[src/rtl/regfile_scoreboard.sv]
// rtl/regfile_scoreboard.sv - DEPTH x WIDTH register file, 1W/2R, per-register pending scoreboard
// Optional write-to-read bypass enabled by defining REGFILE_BYPASS_EN.
module regfile_scoreboard #(
   parameter int WIDTH = 16,
   parameter int DEPTH = 16,
   localparam int AW = $clog2(DEPTH)
) (
   input  logic             clk,
   input  logic             rst,
   input  logic             WriteEnable,
   input  logic [AW-1:0]    WriteReg,
   input  logic [WIDTH-1:0] WriteData,
   input  logic             ReadEnable1,
   input  logic [AW-1:0]    ReadReg1,
   output logic [WIDTH-1:0] ReadData1,
   output logic             ReadValid1,
   input  logic             ReadEnable2,
   input  logic [AW-1:0]    ReadReg2,
   output logic [WIDTH-1:0] ReadData2,
   output logic             ReadValid2,
   input  logic             ReserveEnable,
   input  logic [AW-1:0]    ReserveReg,
   output logic             ReserveAck,
   output logic [AW:0]      PendingCount
);

   logic [WIDTH-1:0] reg_q [DEPTH];
   logic [WIDTH-1:0] reg_d [DEPTH];
   logic [DEPTH-1:0] pending_q, pending_d;
   logic [AW:0]      count_q, count_d;
   logic             wr_hit;

   assign wr_hit = WriteEnable && (WriteReg != '0);

   // A write landing on the same register this cycle frees the slot for the new producer.
   assign ReserveAck = ReserveEnable && !rst &&
                       ((ReserveReg == '0) || !pending_q[ReserveReg] ||
                        (WriteEnable && (WriteReg == ReserveReg)));

   always_comb begin
      reg_d     = reg_q;
      pending_d = pending_q;
      if (wr_hit) begin
         reg_d[WriteReg]     = WriteData;
         pending_d[WriteReg] = 1'b0;
      end
      if (ReserveAck && (ReserveReg != '0)) begin
         pending_d[ReserveReg] = 1'b1;
      end
      pending_d[0] = 1'b0;
      count_d = '0;
      for (int i = 0; i < DEPTH; i++) begin
         count_d = count_d + (AW+1)'(pending_d[i]);
      end
   end

   always_ff @(posedge clk) begin
      if (rst) begin
         for (int i = 0; i < DEPTH; i++) begin
            reg_q[i] <= '0;
         end
         pending_q <= '0;
         count_q   <= '0;
      end else begin
         reg_q     <= reg_d;
         pending_q <= pending_d;
         count_q   <= count_d;
      end
   end

   assign PendingCount = count_q;

   always_comb begin
      ReadData1  = '0;
      ReadValid1 = 1'b0;
      if (ReadEnable1) begin
         if (ReadReg1 == '0) begin
            ReadValid1 = 1'b1;
         end
`ifdef REGFILE_BYPASS_EN
         else if (wr_hit && (WriteReg == ReadReg1)) begin
            ReadData1  = WriteData;
            ReadValid1 = 1'b1;
         end
`endif
         else begin
            ReadData1  = reg_q[ReadReg1];
            ReadValid1 = !pending_q[ReadReg1];
         end
      end
   end

   always_comb begin
      ReadData2  = '0;
      ReadValid2 = 1'b0;
      if (ReadEnable2) begin
         if (ReadReg2 == '0) begin
            ReadValid2 = 1'b1;
         end
`ifdef REGFILE_BYPASS_EN
         else if (wr_hit && (WriteReg == ReadReg2)) begin
            ReadData2  = WriteData;
            ReadValid2 = 1'b1;
         end
`endif
         else begin
            ReadData2  = reg_q[ReadReg2];
            ReadValid2 = !pending_q[ReadReg2];
         end
      end
   end

endmodule
[config.mk]
export PLATFORM = sky130hd
export DESIGN_NAME = regfile_scoreboard
export DESIGN_NICKNAME = d
export VERILOG_FILES = /design/src/rtl/regfile_scoreboard.sv
export SDC_FILE = /design/constraint.sdc
export NUM_CORES = 1
export LEC_CHECK = 0
export BUFFER_PORTS_ARGS = -buffer_cell sky130_fd_sc_hd__buf_2
export CAP_MARGIN = 15
export CORE_MARGIN = 3
export CORE_UTILIZATION = 35
export CTS_CLUSTER_DIAMETER = 120
export CTS_CLUSTER_SIZE = 40
export DETAILED_ROUTE_END_ITERATION = 10
export PLACE_DENSITY = 0.61
export SETUP_SLACK_MARGIN = 0.02
export SYNTH_ARGS = -nofsm -noshare
export SYNTH_HDL_FRONTEND = slang
export SYNTH_SLANG_ARGS = --single-unit
[constraint.sdc]
create_clock -name clk -period 6.05 [get_ports clk]
set_input_delay 0.3025 -clock clk [delete_from_list [all_inputs] [get_ports clk]]
set_output_delay 0.3025 -clock clk [all_outputs]
set_load 0.02 [all_outputs]
## After elaboration in Yosys (flattened, before gate mapping)

Index checks and enable logic that the tools add are counted.

| word-level totals | value |
|---|---|
| bits in registers | 277 |
| latch bits | 0 |
| RAM bits | 0 |
| memory bits (read-only) | 0 |
| output and inout bits | 40 |
| logic and storage cells | 98 |
| memories kept | 0 |

| operators by class | value |
|---|---|
| add/sub/neg operators | 14 |
| multiply operators | 0 |
| divide/modulo/power cells | 0 |
| $lt $le $gt $ge | 10 |
| equality and inequality tests | 1 |
| shifts and indexed selects | 0 |
| muxes and demuxes | 29 |
| bitwise logic cells | 6 |
| reductions and logical operators | 19 |

Operators with widths:

| operator | number |
|---|---|
| bitwise mux 256 bit | 1 |
| two-way mux 16 bit | 11 |
| binary-select mux 16 bit (select 4 bit) | 2 |
| demux 16 bit (select 4 bit) | 1 |
| adder 5 x 1 -> 5 bit | 10 |
| less-than comparator 4 x 5 -> 1 bit (second input constant) | 4 |
| AND 16 bit | 1 |
| inverter 16 bit | 1 |
| bitwise OR 16 bit | 1 |
| >= comparator 5 bit (second input constant) | 3 |
| inverter 4 -> 5 bit | 3 |
| binary-select mux 1 bit (select 4 bit) | 3 |
| zero test 4 bit | 3 |
| two-way mux 1 bit | 9 |
| demux 1 bit (select 4 bit) | 2 |
| >= comparator 4 x 1 -> 1 bit (second input constant) | 2 |
| logical AND 1 bit | 8 |
| nonzero test 4 bit | 2 |
| adder 4 x 1 -> 5 bit | 1 |
| less-than comparator 5 x 1 -> 1 bit (second input constant) | 1 |
| adder 3 x 1 -> 4 bit | 1 |
| == test 4 bit | 1 |
| zero test 1 bit | 4 |
| adder 2 x 1 -> 3 bit | 1 |
| other kinds (2) | 3 |

## Longest topological paths before layout

| depth | value |
|---|---|
| word-level depth | 23 |
| mapped depth | 17 |

## Worst setup path after synthesis

OpenSTA, ideal clock, no wires.

| timing path | value |
|---|---|
| path type | input to register |
| start | in ReserveReg[0] |
| end | reg count_q[1] (netlist: PendingCount[1]) |
| data arrival time | 4668 ps |
| setup slack | 1254 ps |
| cell stages on the path | 14 |
| buffers on the path | 1 |
| cell sequence | buf_2 -> mux4_2 -> mux2i_1 -> a41o_1 -> nand4b_2 -> o21a_1 -> fa_1 -> fa_1 -> fa_1 -> fa_1 -> fa_1 -> inv_1 -> fa_1 -> nor2b_1 |

| between the ends | value |
|---|---|
| word-level cells in the longest chain between the ends | 22 |

Ends and longest elaborated chain:

| what | RTL line | text |
|---|---|---|
| start, declared | 22 | `input logic [AW-1:0] ReserveReg,` |
| branches (longest 7 deep; another with less-than comparator 4 x 5 -> 1 bit) | - |  |
| two-way mux 16 bit * | 47 | `if (ReserveAck && (ReserveReg != '0)) begin` |
| adder 1 x 1 -> 2 bit | 53 | `count_d = count_d + (AW+1)'(pending_d[i]);` |
| adder 2 x 1 -> 3 bit | 53 |  |
| adder 3 x 1 -> 4 bit | 53 |  |
| adder 4 x 1 -> 5 bit | 53 |  |
| adder 5 x 1 -> 5 bit (9 in series) | 53 |  |
| adder 5 x 1 -> 5 bit * | 53 |  |
| via count_d[1] | 30 | `logic [AW:0] count_q, count_d;` |
| end signal, assigned | 67 | `count_q <= count_d;` |
| end, declared | 30 |  |

Mark *: on every way through the listed nets, which the timed path passes. The select of a mux whose other input is x is not followed.
A chain may end at the register's enable or synchronous reset.

## Worst setup path after layout

| timing path | value |
|---|---|
| start | reg pending_q[15] |
| end | reg count_q[1] (netlist: PendingCount[1]) |

RTL lines:

| what | RTL line | text |
|---|---|---|
| start, declared | 29 | `logic [DEPTH-1:0] pending_q, pending_d;` |
| start signal, assigned | 66 | `pending_q <= pending_d;` |
| binary-select mux 1 bit (select 4 bit) | 37 | `((ReserveReg == '0) \|\| !pending_q[ReserveReg] \|\|` |
| two-way mux 1 bit (implied by the code) | 37 |  |
| zero test 1 bit | 37 |  |
| logical OR 1 bit (2 in series) | 37 |  |
| logical AND 1 bit | 36 | `assign ReserveAck = ReserveEnable && !rst &&` |
| logical AND 1 bit | 47 |  |
| two-way mux 16 bit | 47 |  |
| via pending_d[4] | 29 |  |
| adder 3 x 1 -> 4 bit | 53 |  |
| adder 4 x 1 -> 5 bit | 53 |  |
| adder 5 x 1 -> 5 bit (10 in series) | 53 |  |
| via count_d[1] | 30 |  |

The timed path passes the listed nets, and every way through them passes these cells. The select of a mux whose other input is x is not followed.

==> impl_metrics.ini <==
[power]
p_total_uw = 3180
p_sw_frac = 0.273
internal_power_uw = 2310
leakage_uw = 0.00505
p_sw_uw = 868
combinationalPowerShare = 0.113
p_per_area_mw_per_mm2 = 205
p_seq_frac = 0.583
clkPwrFrac = 0.304
ir_drop_mv = 0.177

[setup_path]
worstPathRequired_ps = 6450
start_kind = register
critPathKind = reg2reg
crit_top_cell = fa_1
crit_buf_inv = 2
crit_family = adder cells
crit_arrival_ps = 5330
crit_slowest_cell = fa_1
crit_chain = mux4_2, mux2i_1, a41o_1, nand4b_2, o21ai_0, fa_1, inv_1, fa_1, fa_1, fa_1, fa_1, inv_1, fa_1, nor2b_1
end_kind = register
slowest_delay_ps = 520
worstPathMaxFanout = 8

[clock_tree]
hold_buffers = 0
post_cts_resize_count = 0
clk_pin_slew_ps = 150
htreeDepth = 1
clockBufferDepth = 3
cts_made_buffers = 11
clock-root-buffer = clkbuf_16
clk_latency_ps = 520
cts_tree = yes
clkSinkCount = 275
post_cts_buffers = 0

[sta]
maxSlewViolCount = 0
finalHoldViolCount = 0
slew_headroom = 0.207
skew_ps = 41.3
worstMarginPinSlew_ps = 1190
finalWorstSetupSlack_ps = 1130
period_needed_ps = 4920
fmaxAchievable_mhz = 203
setup_viol = 0
fin_crit_sh = 0.814
whs_ps = 151
rsz0062_at_grt = false
setup-tns-final_ps = 0

[logic_synthesis]
yosys_register_bits = 275
synth_edf_count = 0
synthTopCellsByArea = dfxtp_1, mux4_2, nand2_1
synth_ff_type = dfxtp_1
avgSynthCellArea_um2 = 9.55
synth_top_area_frac = 0.382
synthDistinctLibCells = 48
yosys-top-cells-count = nand2_1, dfxtp_1, a21oi_1
ys_seq_area_frac = 0.382
synthArstFlopShare = 0
yosysTopAreaCell = dfxtp_1
postSynthCellCount = 1508
yosysMostFrequentCell = nand2_1
syn_area_mm2 = 0.0144
syn_nets = 1558
yosysWarnings = 0

[route]
wl_per_cell_um = 23.7
dr.pass1.iters = 5
drt_iter0_drc = 1390
post-route-drc-count = 0
vias = 11800
viasPerCell = 5.85
routed_wl_mm = 48.1
antenna_left = 0

[global_route]
antenna_found_initial = 3
grt_pass1_wl_mm = 71.7
grt-ovfl-total = 0
grt_usage = 0.214
grt_start_max_net_pins = 210
grt_pass1_vias = 11700

[placement]
portBuffers = 76
dp.final_hpwl_mm = 28.5
preCtsSetupSlack_ps = 721
place_congestion = 0.900
placed_cell_area_mm2 = 0.0152

[floorplan]
die_w_um = 209
fp.dieH_um = 209
row_count = 73
initial_core_util = 0.358
io_pins = 78
dieArea_mm2 = 0.0436
coreArea_mm2 = 0.0402

[final_layout]
fin_area_mm2 = 0.0155
drive_gt1_frac = 0.209
fill_cells = 3976
syn2layout_area_growth_pct = 7.49
nets = 1549

[min_path]
min_path_type = in2reg

[outcome]
outcome = finished clean

[run]
drv_cap = 0
## routing by layer
| layer | track usage | wire length (um) | up-vias |
|---|---|---|---|
| met3 | 0.0242 | 3380 | 114 |
| met2 | 0.368 | 23600 | 531 |
| met1 | 0.276 | 19100 | 5960 |
| met4 | 0.0873 | 1920 | 2 |
| met5 | 0 | 12 | - |
| li1 | - | - | 5238 |
## logic make-up (layout without fill, tap and decap cells)
group / after synthesis / count (layout) / synth area share
AOI/OAI and AO/OA: 277 / 277 / 0.103
xor gates and xnor gates: 5 / 5 / 0.00304
adders and majority gates: 12 / 12 / 0.0156
buffers and inverters: 142 / 134 / 0.0455
DFF: 275 / 275 / 0.382
muxes: 177 / 177 / 0.272
other: 1 / 2 / 0.000260
and+or+nand+nor: 619 / 619 / 0.178
## final timing paths
kind                  from         endpoint  slack [ps]  depth (start not counted)
max          pending_q[15]  PendingCount[1]        1130                         14
min           WriteData[1]       reg_q[177]         150                          3
max reg2reg  pending_q[15]  PendingCount[1]        1130                         14
min reg2reg     reg_q[213]       reg_q[213]         480                          2
## metrics by stage
step | cells | utilization
2_1_floorplan | 1508 | -
5_1_grt | 2026 | 0.385
4_1_cts | 2025 | 0.385
3_3_place_gp | 2010 | 0.377
6_report | 2026 | 0.385
3_5_place_dp | 2011 | 0.377
## sequential cells by signal, summed over array words and instances, names as in the netlist
register      count
reg_q           256
pending_q        15
PendingCount      4
## worst min-delay path, cell delays in order
cell     delay (ps)
buf_2           200
nand2_1          90
a21oi_1          50
## power by group through the flow
stage	registers, uW	clock network [uW]	logic [uW]
floorplan	1890	0	249
global placement	1890	0	355
detailed placement	1890	0	358
CTS	1850	977	358
global route	1860	1030	382
finish	1850	965	359
## cell type report
type	count	area [um2]	area share
Multi-Input combinational cell	1091	8270	0.534
Sequential cell	275	5510	0.356
Timing Repair Buffer	113	689	0.0445
Tap cell	525	657	0.0424
Clock buffer	11	275	0.0178
Clock inverter	3	51.3	0.00331
Inverter	7	26.3	0.00170
Antenna cell	1	2.50	0.000162
## cell usage in the layout (no fill, tap or decap), types with 3 or more instances in the layout
master     instances
nor3_2             3
clkbuf_16         11
mux4_2           171
nand2b_1           5
o22ai_1            8
dfxtp_1          275
a21oi_1          241
nand2_1          509
a32oi_1            4
xnor2_1            3
nor3b_1            5
buf_4             40
o21ai_0            4
buf_2             71
fa_1              10
nand3_1            5
a21boi_0           4
o21a_1             3
nor2_1            20
mux2i_1            4
inv_1              7
nor2b_1           59
a31o_2             4
Note: power is estimated with default switching activity, not from simulation.
